--- src/rtl/rv32i_ctrl_pkg.sv ---
// rtl/rv32i_ctrl_pkg.sv - shared encodings for the multicycle RV32I control unit
package rv32i_ctrl_pkg;

    typedef enum logic [3:0] {
        S_FETCH,
        S_DECODE,
        S_MEMADR,
        S_MEMREAD,
        S_MEMWB,
        S_MEMWRITE,
        S_EXECUTER,
        S_EXECUTEI,
        S_ALUWB,
        S_JAL,
        S_BRANCH,
        S_ILLEGAL
    } state_t;

    localparam logic [6:0] OP_LOAD   = 7'b0000011;
    localparam logic [6:0] OP_STORE  = 7'b0100011;
    localparam logic [6:0] OP_RTYPE  = 7'b0110011;
    localparam logic [6:0] OP_ITYPE  = 7'b0010011;
    localparam logic [6:0] OP_JAL    = 7'b1101111;
    localparam logic [6:0] OP_BRANCH = 7'b1100011;

    localparam logic [1:0] ALUOP_ADD   = 2'b00;
    localparam logic [1:0] ALUOP_SUB   = 2'b01;
    localparam logic [1:0] ALUOP_FUNCT = 2'b10;

    // Four-bit codes; a 3-bit ALU takes the low bits of the base ops.
    localparam logic [3:0] ALUC_ADD = 4'b0000;
    localparam logic [3:0] ALUC_SUB = 4'b0001;
    localparam logic [3:0] ALUC_AND = 4'b0010;
    localparam logic [3:0] ALUC_OR  = 4'b0011;
    localparam logic [3:0] ALUC_SLT = 4'b0101;
    localparam logic [3:0] ALUC_XOR = 4'b0100;
    localparam logic [3:0] ALUC_SLL = 4'b0110;
    localparam logic [3:0] ALUC_SRL = 4'b0111;
    localparam logic [3:0] ALUC_SRA = 4'b1111;

    localparam logic [1:0] RES_ALUOUT    = 2'b00;
    localparam logic [1:0] RES_DATA      = 2'b01;
    localparam logic [1:0] RES_ALURESULT = 2'b10;

    localparam logic [1:0] SRCA_PC    = 2'b00;
    localparam logic [1:0] SRCA_OLDPC = 2'b01;
    localparam logic [1:0] SRCA_A     = 2'b10;

    localparam logic [1:0] SRCB_WD   = 2'b00;
    localparam logic [1:0] SRCB_IMM  = 2'b01;
    localparam logic [1:0] SRCB_FOUR = 2'b10;

    localparam logic [1:0] IMM_I = 2'b00;
    localparam logic [1:0] IMM_S = 2'b01;
    localparam logic [1:0] IMM_B = 2'b10;
    localparam logic [1:0] IMM_J = 2'b11;

    // Immediate format follows the opcode alone, independent of FSM state.
    function automatic logic [1:0] imm_src(input logic [6:0] op);
        case (op)
            OP_STORE:  return IMM_S;
            OP_BRANCH: return IMM_B;
            OP_JAL:    return IMM_J;
            default:   return IMM_I;
        endcase
    endfunction

endpackage

--- src/rtl/mc_alu_decoder.sv ---
// rtl/mc_alu_decoder.sv - maps ALUOp and funct fields to the ALU control code
module mc_alu_decoder
    import rv32i_ctrl_pkg::*;
#(
    parameter int ALUC_W = 3
) (
    input  logic [1:0]        aluop,
    input  logic              op5,
    input  logic [2:0]        funct3,
    input  logic              funct7_5,
    output logic [ALUC_W-1:0] alucontrol
);

    localparam bit WIDE = (ALUC_W == 4);

    // Funct decode only when the FSM asks for it; unknown funct3 falls back to add.
    always_comb begin
        alucontrol = ALUC_ADD[ALUC_W-1:0];
        case (aluop)
            ALUOP_SUB: alucontrol = ALUC_SUB[ALUC_W-1:0];
            ALUOP_FUNCT: begin
                case (funct3)
                    3'b000: alucontrol = (op5 & funct7_5) ? ALUC_SUB[ALUC_W-1:0]
                                                          : ALUC_ADD[ALUC_W-1:0];
                    3'b010: alucontrol = ALUC_SLT[ALUC_W-1:0];
                    3'b110: alucontrol = ALUC_OR[ALUC_W-1:0];
                    3'b111: alucontrol = ALUC_AND[ALUC_W-1:0];
                    3'b100: if (WIDE) alucontrol = ALUC_XOR[ALUC_W-1:0];
                    3'b001: if (WIDE) alucontrol = ALUC_SLL[ALUC_W-1:0];
                    3'b101: if (WIDE) alucontrol = funct7_5 ? ALUC_SRA[ALUC_W-1:0]
                                                            : ALUC_SRL[ALUC_W-1:0];
                    default: alucontrol = ALUC_ADD[ALUC_W-1:0];
                endcase
            end
            default: alucontrol = ALUC_ADD[ALUC_W-1:0];
        endcase
    end

endmodule

--- src/rtl/multicycle_control_unit.sv ---
// rtl/multicycle_control_unit.sv - Moore FSM sequencing a multicycle RV32I datapath
module multicycle_control_unit
    import rv32i_ctrl_pkg::*;
#(
    parameter int ALUC_W = 3,
    parameter int EN_BNE = 1
) (
    input  logic              clk,
    input  logic              rst,
    input  logic [6:0]        Op,
    input  logic [2:0]        funct3,
    input  logic [6:0]        funct7,
    input  logic              Zero,
    input  logic              mem_ready,
    output logic              PCWrite,
    output logic              AdrSrc,
    output logic              MemWrite,
    output logic              IRWrite,
    output logic              RegWrite,
    output logic              instr_done,
    output logic              illegal_instr,
    output logic [1:0]        ResultSrc,
    output logic [1:0]        ALUSrcA,
    output logic [1:0]        ALUSrcB,
    output logic [1:0]        ImmSrc,
    output logic [ALUC_W-1:0] ALUControl
);

    state_t     state;
    logic [1:0] aluop;
    logic       pcupdate;
    logic       taken;
    logic       unused_funct7;

    assign unused_funct7 = ^{funct7[6], funct7[4:0]};

    // State register; reset wins over any transition, including memory stalls.
    always_ff @(posedge clk) begin
        if (rst) begin
            state <= S_FETCH;
        end else begin
            case (state)
                S_FETCH:    if (mem_ready) state <= S_DECODE;
                S_DECODE: begin
                    case (Op)
                        OP_LOAD, OP_STORE: state <= S_MEMADR;
                        OP_RTYPE:          state <= S_EXECUTER;
                        OP_ITYPE:          state <= S_EXECUTEI;
                        OP_JAL:            state <= S_JAL;
                        OP_BRANCH:         state <= S_BRANCH;
                        default:           state <= S_ILLEGAL;
                    endcase
                end
                S_MEMADR:   state <= (Op == OP_LOAD) ? S_MEMREAD : S_MEMWRITE;
                S_MEMREAD:  if (mem_ready) state <= S_MEMWB;
                S_MEMWRITE: if (mem_ready) state <= S_FETCH;
                S_EXECUTER: state <= S_ALUWB;
                S_EXECUTEI: state <= S_ALUWB;
                S_JAL:      state <= S_ALUWB;
                default:    state <= S_FETCH;
            endcase
        end
    end

    // Per-state control word; only FETCH and MEMWRITE look at mem_ready.
    always_comb begin
        AdrSrc        = 1'b0;
        MemWrite      = 1'b0;
        IRWrite       = 1'b0;
        RegWrite      = 1'b0;
        instr_done    = 1'b0;
        illegal_instr = 1'b0;
        ResultSrc     = RES_ALUOUT;
        ALUSrcA       = SRCA_PC;
        ALUSrcB       = SRCB_WD;
        aluop         = ALUOP_ADD;
        pcupdate      = 1'b0;
        case (state)
            S_FETCH: begin
                ALUSrcB   = SRCB_FOUR;
                ResultSrc = RES_ALURESULT;
                IRWrite   = mem_ready;
                pcupdate  = mem_ready;
            end
            S_DECODE: begin
                ALUSrcA = SRCA_OLDPC;
                ALUSrcB = SRCB_IMM;
            end
            S_MEMADR: begin
                ALUSrcA = SRCA_A;
                ALUSrcB = SRCB_IMM;
            end
            S_MEMREAD: AdrSrc = 1'b1;
            S_MEMWB: begin
                ResultSrc  = RES_DATA;
                RegWrite   = 1'b1;
                instr_done = 1'b1;
            end
            S_MEMWRITE: begin
                AdrSrc     = 1'b1;
                MemWrite   = 1'b1;
                instr_done = mem_ready;
            end
            S_EXECUTER: begin
                ALUSrcA = SRCA_A;
                aluop   = ALUOP_FUNCT;
            end
            S_EXECUTEI: begin
                ALUSrcA = SRCA_A;
                ALUSrcB = SRCB_IMM;
                aluop   = ALUOP_FUNCT;
            end
            S_ALUWB: begin
                RegWrite   = 1'b1;
                instr_done = 1'b1;
            end
            S_JAL: begin
                ALUSrcA  = SRCA_OLDPC;
                ALUSrcB  = SRCB_FOUR;
                pcupdate = 1'b1;
            end
            S_BRANCH: begin
                ALUSrcA    = SRCA_A;
                aluop      = ALUOP_SUB;
                instr_done = 1'b1;
            end
            S_ILLEGAL: illegal_instr = 1'b1;
            default: ;
        endcase
    end

    // Branch resolution from the ALU zero flag; bne support is optional.
    always_comb begin
        taken = 1'b0;
        if (funct3 == 3'b000)
            taken = Zero;
        else if (funct3 == 3'b001 && EN_BNE != 0)
            taken = ~Zero;
    end

    assign PCWrite = pcupdate | ((state == S_BRANCH) & taken);
    assign ImmSrc  = imm_src(Op);

    mc_alu_decoder #(
        .ALUC_W(ALUC_W)
    ) u_alu_decoder (
        .aluop      (aluop),
        .op5        (Op[5]),
        .funct3     (funct3),
        .funct7_5   (funct7[5]),
        .alucontrol (ALUControl)
    );

endmodule

--- config.mk ---
export PLATFORM = sky130hd
export DESIGN_NAME = multicycle_control_unit
export DESIGN_NICKNAME = d
export VERILOG_FILES = /design/src/rtl/rv32i_ctrl_pkg.sv /design/src/rtl/mc_alu_decoder.sv /design/src/rtl/multicycle_control_unit.sv
export SDC_FILE = /design/constraint.sdc
export NUM_CORES = 1
export LEC_CHECK = 0
export CORE_MARGIN = 4
export CORE_UTILIZATION = 35
export CTS_BUF_LIST = sky130_fd_sc_hd__clkbuf_4 sky130_fd_sc_hd__clkbuf_8 sky130_fd_sc_hd__clkbuf_16
export DETAILED_ROUTE_END_ITERATION = 12
export GPL_ROUTABILITY_DRIVEN = 0
export PLACE_DENSITY = 0.83
export RECOVER_POWER = 50
export SETUP_SLACK_MARGIN = 0.05
export SYNTH_ARGS = -nofsm -noshare
export SYNTH_HDL_FRONTEND = slang
export SYNTH_SLANG_ARGS = --single-unit
--- constraint.sdc ---
create_clock -name clk -period 1.9 [get_ports clk]
set_input_delay 0.285 -clock clk [delete_from_list [all_inputs] [get_ports clk]]
set_output_delay 0.285 -clock clk [all_outputs]
set_load 0.01 [all_outputs]
==> impl_metrics.env, run 1 <==
export IMPL_status="complete, no violations"
export IMPL_antenna_cells=0
export IMPL_hold_path_depth=2
export IMPL_pwr_density_cell_nw_per_um2=1051
export IMPL_slowest_stage="or3_4"
export IMPL_drc=0
export IMPL_netlist_instances=90
export IMPL_switching_share_pct=43.13
export IMPL_fin_nets=184
export IMPL_synth_seq_cells=4
export IMPL_hold_class="in -> reg"
export IMPL_largest_reg_flops=4
export IMPL_reg2reg_depth=5
export IMPL_yosys_warnings=0
export IMPL_yosysTopAreaCellShare_pct=13.28
export IMPL_p_clk_share_pct=8.2
export IMPL_irDropWorstVdd_v=0.001187
export IMPL_ys_seq_area_share_pct=13.28
export IMPL_cts_root_buf="clkbuf_4"
export IMPL_r2r_start="state[0]"
export IMPL_top_regs="state: 4 flops"
export IMPL_arrival_ns=1.57
export IMPL_clk_pin_slew_worst_paths_ns=0.04
export IMPL_crit_chain="buf_6 > buf_4 > or3_4 > nor2_4 > and2_4 > buf_2"
export IMPL_drive_gt1_share_pct=45.91
export IMPL_start_util_pct=38.68
export IMPL_grt_pass1_vias=925
export IMPL_cp_slowest_stage_delay_ns=0.39
export IMPL_grt_usage_pct=20.64
export IMPL_largest_register="state"
export IMPL_dp_hpwl_um=1665
export IMPL_io_buffers=32
export IMPL_io_pins=39
export IMPL_power_switching_uw=590.5
export IMPL_cts_buffer_depth=2
export IMPL_rsz0062_at_grt="true"
export IMPL_wl_per_cell_um=16.39
export IMPL_setup_tns_ns=0
export IMPL_p_total_uw=1369
export IMPL_p_comb_share_pct=81.5
export IMPL_clock_skew_ns=0.005632
export IMPL_grt_pass1_wl_um=3988
export IMPL_syn_nets=113
export IMPL_maxCapViolCount=0
export IMPL_synth_area_leaders="dfxtp_1 13%, xnor2_1 5.8%, nor2b_1 5.2%"
export IMPL_p_int_uw=778.7
export IMPL_seq_area_um2=85.08
export IMPL_routed_wl_um=2869
export IMPL_synth_edff_count=0
export IMPL_cts_buffers=3
export IMPL_fmax_mhz=539.9
export IMPL_setup_viol=0
export IMPL_drtIter0Drc=16
export IMPL_critical_path_buf_inv_count=3
export IMPL_crit_required_ns=1.62
export IMPL_p_leak_uw=0.0006274
export IMPL_grt_max_degree=19
export IMPL_ys_flop_type="dfxtp_1"
export IMPL_pwr_share_seq_pct=10.3
export IMPL_min_period_ns=1.852
export IMPL_htree_levels=1
export IMPL_holdBufCountCts=0
export IMPL_area_growth_syn_to_layout_pct=116.0
export IMPL_slew_viol_final=0
export IMPL_clock_latency_ns=0.24
export IMPL_vias=993
export IMPL_synth_top_area_cell="dfxtp_1"
export IMPL_antenna_found_initial=0
export IMPL_fillerInstances=91
export IMPL_worstSetupStartpointType="flip-flop"
export IMPL_synthArstFlopShare_pct=0
export IMPL_die_h_um=49.51
export IMPL_die_width_um=49.51
export IMPL_cts_sink_count=4
export IMPL_worst_pin_slew_ns=0.4171
export IMPL_synth_cell_types=35
export IMPL_cts_tree="yes"
export IMPL_hold_viol_final=0
export IMPL_overflow=0
export IMPL_rows=14
export IMPL_cp_max_fo=5
export IMPL_multiInputGateArea_um2=544.3
export IMPL_core_um2=1559
export IMPL_min_to="state[3]"
export IMPL_fin_crit_sh_pct=97.49
export IMPL_syn_area_um2=603.1
export IMPL_slew_headroom_pct=71.47
export IMPL_first_pass_iters=4
export IMPL_die_area_um2=2451
export IMPL_criticalPathCategory="reg -> out"
export IMPL_viasPerCell=5.674
export IMPL_rrSetupSlack_ns=0.34
export IMPL_end_kind="primary output"
export IMPL_reg2reg_to="state[1]"
export IMPL_crit_family="simple AND/OR/NAND/NOR gates"
export IMPL_final_antenna_net_count=0
export IMPL_min_from="rst"
export IMPL_syn_avg_cell_area_um2=6.701
## timing repair
| item | CTS | global route |
|---|---|---|
| setup endpoints to repair | 18 | 10 |
| pin swaps | 3 | 4 |
| cloned | 0 | 0 |
| gates resized for setup | 54 | 24 |
| buffers inserted | 5 | 10 |
## stage by stage
step / setup WS [ns] / instances / hold WS [ns] / instance area [um^2] / utilization (%)
2_1_floorplan: 0.08733 / 90 / 0.3496 / 608.1 / -
3_3_place_gp: -0.3327 / 157 / 0.6759 / 1114 / 71.43
3_5_place_dp: -0.3962 / 157 / 0.6881 / 1114 / 71.43
4_1_cts: 0.04999 / 165 / 0.6676 / 1180 / 75.68
5_1_grt: -0.02224 / 175 / 0.7119 / 1303 / 83.55
6_report: 0.04768 / 175 / 0.7254 / 1303 / 83.55
## worst reg2reg max path, cell delays in order (launching register included)
cell and delay [ns]:
dfxtp_1 0.31, buf_6 0.12, buf_4 0.15, or3_4 0.39, buf_4 0.16, o41ai_2 0.33
## cell usage after synthesis (all sizes together), types with 3 or more instances
cell    instances
o21ai           6
xnor2           4
or3             4
nor2            7
a21oi           4
nand2           7
clkbuf          5
nand2b          3
and3            3
inv             7
nor2b           5
nor3            6
dfxtp           4
## cells in the final DEF, fill, tap and decap left out, types with 3 or more instances in the layout
cell             count
buf_4               36
clkdlybuf4s50_1     12
dlygate4sd2_1        7
nand2_1              6
buf_2                6
inv_1                5
nor2_1               5
nor2b_1              4
xnor2_1              4
nor3_1               4
a21oi_1              4
o21ai_0              4
clkbuf_4             4
nand2b_1             3
and3_1               3
buf_6                3
## routing by layer
layer | global-route usage (%) | routed length, um | part of all wire, %
met5 | 0 | 0 | 0
met4 | 4.608 | 18 | 0.63
met3 | 7.530 | 218 | 7.6
met2 | 39.51 | 1575 | 55
met1 | 21.09 | 1056 | 37
## logic make-up after synthesis
family / count (synthesis) / share of synthesized area [%]
simple gates: 43 / 38.38
xor+xnor: 5 / 7.261
flops: 4 / 13.28
fa+ha+maj: 2 / 4.149
compound gates: 23 / 28.84
buf+inv: 13 / 8.092
## final cells by class
type,instances,area share (%)
Timing Repair Buffer,72,46.21
Multi-Input combinational cell,73,41.79
Sequential cell,4,6.532
Inverter,7,2.209
Clock buffer,3,1.729
Tap cell,16,1.537
## how the worst max path moves through the flow
stage	depth (start not counted)	endpoint	start
CTS	6	IRWrite	state[0]
detailed placement	4	ImmSrc[0]	Op[2]
floorplan	7	ALUControl[2]	state[1]
global placement	4	ImmSrc[0]	Op[2]
finish	6	IRWrite	state[0]
global route	6	IRWrite	state[0]
## power by group through the flow
stage / Clock [uW] / Sequential, uW / Combinational (uW)
floorplan: 0 / 128 / 451
global placement: 0 / 123 / 904
detailed placement: 0 / 124 / 927
CTS: 110 / 131 / 948
global route: 125 / 144 / 1190
finish: 112 / 141 / 1120
Power figures use the tool's default switching activity.
==> inputs of run 2 (changes only) <==
Settings changed: CORE_UTILIZATION 35 to 37, PLACE_DENSITY 0.83 to 0.84, SYNTH_HIERARCHICAL set to 1.
==> impl_metrics.env, run 2 <==
export IMPL_first_pass_iters=4
export IMPL_holdBufCountCts=0
export IMPL_syn_area_um2=660.6
export IMPL_io_buffers=32
export IMPL_drive_gt1_share_pct=44.83
export IMPL_vias=927
export IMPL_post_synth_top_count_cell="nor2_1"
export IMPL_grt_usage_pct=22.13
export IMPL_rows=15
export IMPL_synth_mux_area_fraction_pct=1.705
export IMPL_finalInstanceArea_um2=1275
export IMPL_viasPerCell=5.453
export IMPL_clock_skew_ns=0.01123
export IMPL_antenna_cells=0
export IMPL_die_h_um=50.26
export IMPL_criticalPathCategory="reg -> out"
export IMPL_cp_max_fo=4
export IMPL_maxCapViolCount=0
export IMPL_finalHoldWorstSlack_ns=0.6704
export IMPL_end_kind="primary output"
export IMPL_setup_viol=3
export IMPL_cts_buffers=3
export IMPL_crit_family="flip-flops"
export IMPL_netlist_instances=88
export IMPL_dp_hpwl_um=1708
export IMPL_irDropWorstVdd_v=0.0002946
export IMPL_ys_flop_type="dfxtp_1"
export IMPL_top_regs="state: 4 flops"
export IMPL_crit_required_ns=1.62
export IMPL_drtIter0Drc=44
export IMPL_cts_root_buf="clkbuf_4"
export IMPL_yosys_area_share_xor_xnor_pct=3.977
export IMPL_drc=0
export IMPL_fin_nets=170
export IMPL_critical_path_buf_inv_count=2
export IMPL_ys_top_cells_by_count="8 x nor2_1, 7 x a21oi_1, 6 x inv_1, 6 x nand2b_1"
export IMPL_synth_top_area_cell="dfxtp_1"
export IMPL_final_common_cell="buf_4"
export IMPL_fin_crit_sh_pct=102.4
export IMPL_hold_viol_final=0
export IMPL_clock_latency_ns=0.26
export IMPL_syn_nets=111
export IMPL_synth_area_leaders="dfxtp_1 12%, nand2b_1 5.7%, a21oi_1 5.3%"
export IMPL_grt_pass1_vias=977
export IMPL_die_area_um2=2526
export IMPL_start_util_pct=38.68
export IMPL_worst_pin_slew_ns=0.3124
export IMPL_slew_headroom_pct=79.01
export IMPL_final_util_pct=74.65
export IMPL_synthArstFlopShare_pct=0
export IMPL_largest_reg_flops=4
export IMPL_synth_cell_types=44
export IMPL_cts_tree="yes"
export IMPL_p_leak_uw=0.0005942
export IMPL_min_period_ns=1.946
export IMPL_wl_per_cell_um=15.83
export IMPL_core_um2=1708
export IMPL_ys_seq_area_share_pct=12.12
export IMPL_rsz0062_at_grt="true"
export IMPL_yosys_warnings=6
export IMPL_synth_seq_cells=4
export IMPL_slew_viol_final=0
export IMPL_crit_chain="nand2_2 > or2_1 > inv_2 > ha_4 > nand2b_4 > a221oi_2 > buf_2"
export IMPL_htree_levels=1
export IMPL_arrival_ns=1.66
export IMPL_cp_slowest_stage_delay_ns=0.37
export IMPL_layout_common_cells="24 x buf_4, 12 x dlygate4sd2_1, 8 x nor2_1, 8 x clkdlybuf4s50_1, 7 x a21oi_1"
export IMPL_hold_class="in -> reg"
export IMPL_cts_buffer_depth=2
export IMPL_synth_edff_count=0
export IMPL_setup_tns_ns=-0.08605
export IMPL_clk_pin_slew_worst_paths_ns=0.05
export IMPL_area_growth_syn_to_layout_pct=92.99
export IMPL_worstSetupStartpointType="flip-flop"
export IMPL_grt_pass1_wl_um=4284
export IMPL_syn_avg_cell_area_um2=7.507
export IMPL_die_width_um=50.26
export IMPL_synth_fa_ha_area_share_pct=5.303
export IMPL_pwr_density_cell_nw_per_um2=416.4
export IMPL_status="finished, violations left"
export IMPL_slowest_stage="dfxtp_4"
export IMPL_antenna_found_initial=0
export IMPL_synth_top_family_by_area="simple AND/OR/NAND/NOR gates"
export IMPL_violations="negative setup slack"
export IMPL_cts_sink_count=4
export IMPL_grt_max_degree=15
export IMPL_synth_simple_area_share_pct=44.13
export IMPL_place_area_um2=1205
export IMPL_fmax_mhz=513.8
export IMPL_overflow=0
export IMPL_largest_register="state"
export IMPL_routed_wl_um=2691
export IMPL_yosysTopAreaCellShare_pct=12.12
export IMPL_fin_ws_ns=-0.04640
export IMPL_io_pins=39
export IMPL_final_antenna_net_count=0
export IMPL_synth_compound_area_share_pct=25.00
-- run 2: changes by cell type after synthesis, sizes merged, moves of 3 or more --
cell	previous run	this run
a21oi	4	7
buf	1	5
clkbuf	5	0
nand2b	3	7
nor2b	5	2
o21ai	6	3
o31ai	0	3
or3	4	0
-- run 2: metal layers --
layer	vias to the layer above	track usage, %	share of wire, %
met5	-	0	0
li1	440	-	-
met1	418	21.72	37
met4	0	11.06	4.1
met3	13	4.154	7.3
met2	56	43.04	52
-- run 2: layout make-up --
cell class	instances	area [um^2]
Clock buffer	3	22.52
Fill cell	114	432.9
Inverter	7	26.28
Multi-Input combinational cell	72	616.8
Sequential cell	4	88.84
Tap cell	25	31.28
Timing Repair Buffer	59	489.2
-- run 2: report_power, final --
group | switching, uW | internal [uW] | leakage (uW)
sequential | 7.38 | 91.4 | 0.0000347
clock | 52.7 | 71.9 | 0.0000138
combinational | 149 | 159 | 0.000546
-- run 2: kinds of logic after synthesis --
kind of cell / count (synthesis)
AOI/OAI and AO/OA: 21
xor gates and xnor gates: 3
buffers and inverters: 12
DFF: 4
adders and majority gates: 3
muxes: 1
and+or+nand+nor: 44
-- run 2: path summary, 6_finish.rpt --
kind / slack [ns] / endpoint / cells after the start / startpoint
worst max register to register: 0.46 / state[2] / 6 / state[2]
worst min-delay path: 0.67 / state[3] / 2 / rst
worst min register to register: 0.71 / state[3] / 3 / state[3]
worst max-delay path: -0.05 / ALUControl[0] / 7 / state[2]
-- run 2: timing repair --
action                     4_1_cts  5_1_grt
setup endpoints to repair       18        9
resized for setup               53       13
buffers inserted                 1        0
pin swaps                        3        4
-- run 2: stage by stage --
stage	worst slack, ns	cells	total power (uW)
2_1_floorplan	0.06130	88	243.8
3_3_place_gp	-0.3210	166	403.8
3_5_place_dp	-0.3992	166	410.3
4_1_cts	-0.01247	170	512.0
5_1_grt	-0.07445	170	549.2
6_report	-0.04640	170	530.9
